--- config.mk ---
export PLATFORM = sky130hd
export DESIGN_NAME = seq_addsub_unit
export DESIGN_NICKNAME = d
export VERILOG_FILES = /design/src/rtl/seq_addsub_unit.sv
export SDC_FILE = /design/constraint.sdc
export NUM_CORES = 1
export LEC_CHECK = 0
export CAP_MARGIN = 20
export CORE_AREA = 5 5 78 80
export DETAILED_ROUTE_END_ITERATION = 7
export DIE_AREA = 0 0 83 85
export GPL_TIMING_DRIVEN = 0
export PLACE_DENSITY = 0.81
export SLEW_MARGIN = 10
export SYNTH_ARGS = -nofsm -noshare
export SYNTH_HDL_FRONTEND = slang
export SYNTH_SLANG_ARGS = --single-unit
--- constraint.sdc ---
create_clock -name clk -period 8.25 [get_ports clk]
set_input_delay 2.0625 -clock clk [delete_from_list [all_inputs] [get_ports clk]]
set_output_delay 2.0625 -clock clk [all_outputs]
set_load 0.005 [all_outputs]
--- src/rtl/seq_addsub_unit.sv ---
// Multi-cycle add/subtract unit: processes CHUNK bits per clock, LSB first,
// with a start/busy/done handshake and carry, signed-overflow and zero flags.
module seq_addsub_unit #(
    parameter int WIDTH = 10,
    parameter int CHUNK = 2
) (
    input  logic             clk,
    input  logic             reset,
    input  logic             start,
    input  logic             op_sub,
    input  logic [WIDTH-1:0] a,
    input  logic [WIDTH-1:0] b,
    output logic             busy,
    output logic             done,
    output logic [WIDTH-1:0] result,
    output logic             carry_out,
    output logic             overflow,
    output logic             zero
);

    localparam int N     = WIDTH / CHUNK;
    localparam int CNT_W = (N > 1) ? $clog2(N) : 1;
    localparam logic [CNT_W-1:0] LAST = CNT_W'(N - 1);

    generate
        if (WIDTH < 2 || CHUNK < 1 || (WIDTH % CHUNK) != 0) begin : g_param_check
            $error("seq_addsub_unit: WIDTH must be >= 2 and a multiple of CHUNK");
        end
    endgenerate

    typedef enum logic [1:0] {IDLE, RUN, DONE} state_t;

    state_t           state;
    state_t           state_next;
    logic [WIDTH-1:0] a_reg;
    logic [WIDTH-1:0] b_reg;
    logic [WIDTH-1:0] partial;
    logic [WIDTH-1:0] partial_next;
    logic             carry;
    logic [CNT_W-1:0] cnt;
    logic [CHUNK:0]   chunk_sum;
    logic             ready;
    logic             accept;
    logic             last_chunk;
    logic             ovf_next;

    assign ready      = (state == IDLE) || (state == DONE);
    assign accept     = ready && start;
    assign last_chunk = (cnt == LAST);
    assign busy       = (state == RUN);
    assign done       = (state == DONE);

    // One chunk of the ripple: the carry register links successive chunks.
    always_comb begin
        // NOTE: every variable written here gets a value before any branch, so no latch is inferred.
        chunk_sum    = {1'b0, a_reg[cnt*CHUNK +: CHUNK]}
                     + {1'b0, b_reg[cnt*CHUNK +: CHUNK]}
                     + {{CHUNK{1'b0}}, carry};
        partial_next = partial;
        partial_next[cnt*CHUNK +: CHUNK] = chunk_sum[CHUNK-1:0];
        ovf_next     = (a_reg[WIDTH-1] == b_reg[WIDTH-1])
                    && (partial_next[WIDTH-1] != a_reg[WIDTH-1]);
    end

    always_comb begin
        state_next = state;
        case (state)
            IDLE, DONE: state_next = start ? RUN : IDLE;
            RUN:        if (last_chunk) state_next = DONE;
            default:    state_next = IDLE;
        endcase
    end

    always_ff @(posedge clk) begin
        // NOTE: sequential state uses non-blocking assignments only, so every flop samples pre-edge values.
        if (reset) state <= IDLE;
        else       state <= state_next;
    end

    always_ff @(posedge clk) begin
        if (reset) begin
            // NOTE: operand and partial registers are cleared too, so a reset mid-RUN leaves no stale data.
            a_reg     <= '0;
            b_reg     <= '0;
            partial   <= '0;
            carry     <= 1'b0;
            cnt       <= '0;
            result    <= '0;
            carry_out <= 1'b0;
            overflow  <= 1'b0;
            zero      <= 1'b0;
        end else if (accept) begin
            // Subtraction is A + ~B + 1: invert B here and seed the carry with op_sub.
            a_reg   <= a;
            b_reg   <= b ^ {WIDTH{op_sub}};
            carry   <= op_sub;
            cnt     <= '0;
            partial <= '0;
        end else if (state == RUN) begin
            partial <= partial_next;
            carry   <= chunk_sum[CHUNK];
            cnt     <= cnt + 1'b1;
            if (last_chunk) begin
                result    <= partial_next;
                carry_out <= chunk_sum[CHUNK];
                overflow  <= ovf_next;
                zero      <= (partial_next == '0);
            end
        end
    end

endmodule

# ---- After elaboration in Yosys (flattened, before gate mapping)
# Cells that the tools add are included.
dict set report totals {
  ff_bits 49
  in_bits 24
  out_inout_bits 15
}
dict set report op_classes {
  n_addsub 4
  n_eq_ne 6
  n_shift 4
  muxes 6
  n_bitwise 2
  n_reduce_logical 9
}
# operator n
set op_table {}
lappend op_table {{4-bit negator with 34-bit output} 1}
lappend op_table {{2-bit by 34-bit variable shift with 10-bit output (first input constant)} 1}
lappend op_table {{2-bit by 34-bit indexed part select with 10-bit output} 1}
lappend op_table {{10-bit by 5-bit indexed part select with 2-bit output} 2}
lappend op_table {{10-bit bitwise mux} 1}
lappend op_table {{10-bit logical NOT} 1}
lappend op_table {{10-bit XOR} 1}
lappend op_table {{2-bit case mux with 2 select lines} 1}
lappend op_table {{2-bit OR reduction} 2}
lappend op_table {{2-bit by 2-bit adder with 3-bit output} 1}
lappend op_table {{3-bit by 1-bit adder with 3-bit output} 1}
lappend op_table {{3-bit by 1-bit adder with 3-bit output (second input constant)} 1}
lappend op_table {{3-bit == test (second input constant)} 1}
lappend op_table {{1-bit two-way mux} 3}
lappend op_table {{3-bit AND reduction} 1}
lappend op_table {{2-bit by 1-bit == test with 1-bit output (second input constant)} 1}
lappend op_table {{2-bit == test (second input constant)} 1}
lappend op_table {{1-bit logical AND} 2}
lappend op_table {{2-bit logical NOT} 1}
lappend op_table {{2-bit two-way mux} 1}
lappend op_table {{2-bit by 1-bit inequality test with 1-bit output (second input constant)} 1}
lappend op_table {{2-bit nonzero test} 1}
lappend op_table {{1-bit == test} 1}
lappend op_table {{1-bit logical OR} 1}
lappend op_table {{other kinds (2)} 2}

# ---- Logic depth before layout (Yosys ltp)
dict set report logic_depth {
  word_depth 7
  mapped_depth 11
  ltp_nobuf 10
}

# ---- Worst setup path after synthesis
# No wires, ideal clock.
dict set report synth_timing {
  kind {reg-to-reg}
  startpoint {register cnt[0]}
  endpoint {register overflow}
  arrival_ns 3.402
  required_ns 8.159
  path_slack_ns 4.757
  path_stages_with_launch 11
  path_buffers 2
  cell_sequence {dfxtp_1 > clkbuf_1 > buf_1 > mux4_2 > nand2_1 > o31ai_1 > fa_1 > fa_1 > mux2i_1 > or3_1 > a311oi_1}
}
dict set report synth_between {
  elab_chain_cells 7
  elab_cells_between_ends 12
}
# element line
set synth_lines {}
lappend synth_lines {{from (decl)} 40} ;# logic [CNT_W-1:0] cnt;
lappend synth_lines {{from (signal assigned)} 102} ;# cnt <= cnt + 1'b1;
lappend synth_lines {{10-bit by 5-bit indexed part select with 2-bit output (on tied branches)} {56, 57}}
lappend synth_lines {{2-bit by 2-bit adder with 3-bit output} 57} ;# + {1'b0, b_reg[cnt*CHUNK +: CHUNK]}
lappend synth_lines {{3-bit by 1-bit adder with 3-bit output} 58} ;# + {{CHUNK{1'b0}}, carry};
lappend synth_lines {{2-bit by 34-bit indexed part select with 10-bit output} 60} ;# partial_next[cnt*CHUNK +: CHUNK] = chunk_sum[CHUNK-1:0];
lappend synth_lines {{10-bit bitwise mux} 60}
lappend synth_lines {{1-bit inequality test} 62} ;# && (partial_next[WIDTH-1] != a_reg[WIDTH-1]);
lappend synth_lines {{1-bit logical AND} 62}
lappend synth_lines {{to (signal assigned)} 106} ;# overflow <= ovf_next;
lappend synth_lines {{to (decl)} 17} ;# output logic overflow,
# Several ways; a longest one is shown, not always the timed one.
# A chain may end at the register's enable or synchronous reset.

# ---- Worst setup path after layout
dict set report layout_timing {
  startpoint {register state[0]}
  endpoint {output port busy}
}
dict set report layout_between {
  elab_chain_cells 1
}
# element line
set layout_lines {}
lappend layout_lines {{from (decl)} 33} ;# state_t state;
lappend layout_lines {{from (signal assigned)} 77} ;# else state <= state_next;
lappend layout_lines {{2-bit by 1-bit == test with 1-bit output} 50} ;# assign busy = (state == RUN);
lappend layout_lines {{to (decl)} 13} ;# output logic busy,
# No other way between the ends.

==> impl_metrics.env <==
export IMPL_portBuffers=37
export IMPL_run_status="finished clean"
export IMPL_power_switching_fraction_pct=28.3
export IMPL_grt_setup_unrepaired="no"
export IMPL_max_root_sink_buffers=2
export IMPL_synth_edf_count=0
export IMPL_synth_fa_ha_area_share_pct=5.35
export IMPL_clk_latency_ns=0.30
export IMPL_synthesis_yosys_warnings=0
export IMPL_finalWorstPathRequiredPeriod_ns=4.33
export IMPL_detail_route_drc_violations=0
export IMPL_detail_route_first_pass_iterations=4
export IMPL_post_cts_resized=0
export IMPL_arrival_ns=2.27
export IMPL_clock_sinks=49
export IMPL_ys_types=42
export IMPL_final_hold_violation_count=0
export IMPL_async_reset_ff_share_pct=0
export IMPL_seq_area_frac_synth_pct=41.1
export IMPL_core_region_area_mm2=0.00534
export IMPL_first_pass_grt_wire_length_mm=9.07
export IMPL_fin_crit_sh_pct=52.5
export IMPL_cts_buffers_inserted=5
export IMPL_yosys_area_top_type="sky130_fd_sc_hd__dfxtp_1"
export IMPL_post_synth_inst_count=275
export IMPL_vias=2096
export IMPL_nFillCells=534
export IMPL_drive_gt1_share_pct=5.00
export IMPL_synth_ff_latch_count=49
export IMPL_synth_xor_area_share_pct=4.40
export IMPL_numPlacedInstances=384
export IMPL_tightest_slew_ns=0.854
export IMPL_yosysMostFrequentCell="sky130_fd_sc_hd__dfxtp_1"
export IMPL_grt_total_usage_pct=15.4
export IMPL_core_util_final_pct=54.9
export IMPL_setup_worst_path_start_class="register"
export IMPL_power_ir_vdd_worst_mv=0.124
export IMPL_routed_vias_inst=5.35
export IMPL_p_int_mw=0.347
export IMPL_slew_limit_headroom_pct=42.4
export IMPL_finClkSkew_ns=0.00506
export IMPL_net_count_of_the_mapped_netlist=308
export IMPL_synth_top_family_by_area="compound AO/OA/AOI/OAI gates"
export IMPL_ys_flop_type="sky130_fd_sc_hd__dfxtp_1"
export IMPL_antenna_violations_before_repair=0
export IMPL_syn_mean_instance_area_um2=8.68
export IMPL_final_max_slew_viol_count=0
export IMPL_first_global_vias=2050
export IMPL_cts_tree="built"
export IMPL_leak_pwr_nw=1.01
export IMPL_hold_ws_ns=0.458
export IMPL_initial_core_util_pct=44.7
export IMPL_p_switching_mw=0.137
export IMPL_globalplace_congestion=0.878
export IMPL_routed_wirelength_mm=5.35
export IMPL_chipHeight_um=85
export IMPL_die_w_um=83
export IMPL_max_cap_viol_count=0
export IMPL_clk_pin_slew_worst_paths_ns=0.09
export IMPL_cts_setup_buffers=0
export IMPL_p_comb_share_pct=18.1
export IMPL_netlist_top_cells_area="sky130_fd_sc_hd__dfxtp_1 (41%), sky130_fd_sc_hd__a211oi_1 (9.1%), sky130_fd_sc_hd__nor2_1 (7.1%)"
export IMPL_maxClockFrequency_mhz=231
export IMPL_final_nets=352
export IMPL_setup_worst_path_class="register to output pin"
export IMPL_synthDominantCellAreaShare_pct=41.1
export IMPL_synth_common_cells="sky130_fd_sc_hd__dfxtp_1 (49), sky130_fd_sc_hd__nor2_1 (45), sky130_fd_sc_hd__nand2_1 (30)"
export IMPL_drt_wirelength_per_cell_um=13.7
export IMPL_area_delta_synth_final_pct=22.9
export IMPL_htree_num_levels=2
export IMPL_timing_critical_path_to_type="output pin"
export IMPL_fin_tns_setup_ns=0
export IMPL_mappedNetlistArea_mm2=0.00239
export IMPL_io_pins=39
export IMPL_min_path_type="register to register"
export IMPL_power_share_clock_pct=29.3
export IMPL_placement_rows=27
export IMPL_finalSetupViolations=0
export IMPL_hold_buffers=0
export IMPL_antennaDiodeCount=0
export IMPL_grt_max_degree=16
export IMPL_die_area_mm2=0.00706
export IMPL_simple_gate_portion_of_the_synthesized_area_pct=18.4
export IMPL_critPathRequiredTime_ns=6.19
export IMPL_hpwl_after_detailed_placement_mm=4.00
export IMPL_drt_antenna_violating_nets=0
export IMPL_synth_compound_area_share_pct=19.8
export IMPL_clock_root_buffer="sky130_fd_sc_hd__clkbuf_8"
export IMPL_crit_path_max_fanout=10
export IMPL_dr_first_iter_drc_count=93
export IMPL_seq_power_share_pct=52.7
export IMPL_power_density_mw_per_mm2=165
export IMPL_globalRouteOverflowTotal=0
export IMPL_post_synth_mux_area_share_pct=6.40
export IMPL_post_layout_nonfiller_instances=392
==> power by group through the flow <==
stage	combinational, mW	clock [mW]	sequential (mW)
after floorplan	0.0601	0	0.258
after global placement	0.0854	0	0.260
after detailed placement	0.0868	0	0.260
after CTS	0.0876	0.146	0.255
after global routing	0.0973	0.153	0.256
final	0.0875	0.142	0.255
==> area by class of cell <==
| type | instances | area, µm² | area share (%) |
|---|---|---|---|
| Timing Repair Buffer | 37 | 370 | 12.6 |
| Clock buffer | 6 | 72.6 | 2.47 |
| Inverter | 4 | 17.5 | 0.597 |
| Clock inverter | 2 | 13.8 | 0.469 |
| Sequential cell | 49 | 981 | 33.4 |
| Multi-Input combinational cell | 201 | 1300 | 44.2 |
| Buffer | 21 | 90.1 | 3.07 |
| Tap cell | 72 | 90.1 | 3.07 |
==> through the flow <==
step / instance area, µm² / power [mW] / setup slack (ns)
global placement: 2850 / 0.345 / 4.32
CTS: 2930 / 0.488 / 3.93
detailed placement: 2850 / 0.347 / 4.30
global route: 2930 / 0.507 / 3.84
floorplan: 2390 / 0.318 / 4.76
finish: 2930 / 0.484 / 3.92
==> worst max-delay path, cell delays in order, from the launching register on <==
cell                              delay (ns)
sky130_fd_sc_hd__dfxtp_1                0.39
sky130_fd_sc_hd__nor2b_1                0.14
sky130_fd_sc_hd__clkbuf_1               0.37
sky130_fd_sc_hd__clkbuf_1               0.45
sky130_fd_sc_hd__clkdlybuf4s50_1        0.60
==> kinds of logic after synthesis <==
family / count (synthesis)
buffers and inverters: 25
multiplexers: 14
AO/OA/AOI/OAI: 68
XOR/XNOR: 12
AND/OR/NAND/NOR: 98
flip-flops: 49
adder cells (fa/ha/maj): 9
==> per-layer routing <==
layer / GRT usage [%] / routed length (µm) / vias to the layer above
li1: - / - / 1060
met1: 17.2 / 2310 / 973
met2: 27.8 / 2710 / 53
met3: 3.50 / 237 / 10
met4: 6.84 / 92 / 0
met5: 0 / 0 / -
==> path summary, 6_finish.rpt <==
kind / cells past startpoint / slack (ns) / end / startpoint
worst max-delay path: 4 / 3.92 / busy / state[0]$_SDFFE_PP0P_
worst min-delay path: 2 / 0.46 / a_reg[4]$_SDFFE_PP0P_ / a_reg[4]$_SDFFE_PP0P_
worst max register to register: 10 / 4.29 / overflow$_SDFFE_PP0P_ / cnt[0]$_SDFFE_PP0P_
worst min register to register: 2 / 0.46 / a_reg[4]$_SDFFE_PP0P_ / a_reg[4]$_SDFFE_PP0P_
==> layout by cell type, fill, tap and decap left out, drive strengths merged, types with 2 or more instances in the layout <==
master,instances
buf,4
nand3b,2
clkbuf,23
a21oi,18
a211oi,29
xnor2,12
a31oi,2
nand2b,4
o22ai,4
clkdlybuf4s50,37
nor2b,5
inv,5
dfxtp,49
nand4,2
fa,2
nand2,30
nand3,2
o21ai,5
ha,7
nor2,45
nor3,2
a22oi,2
mux2i,13
No activity file was read; power rests on OpenSTA's default activity.
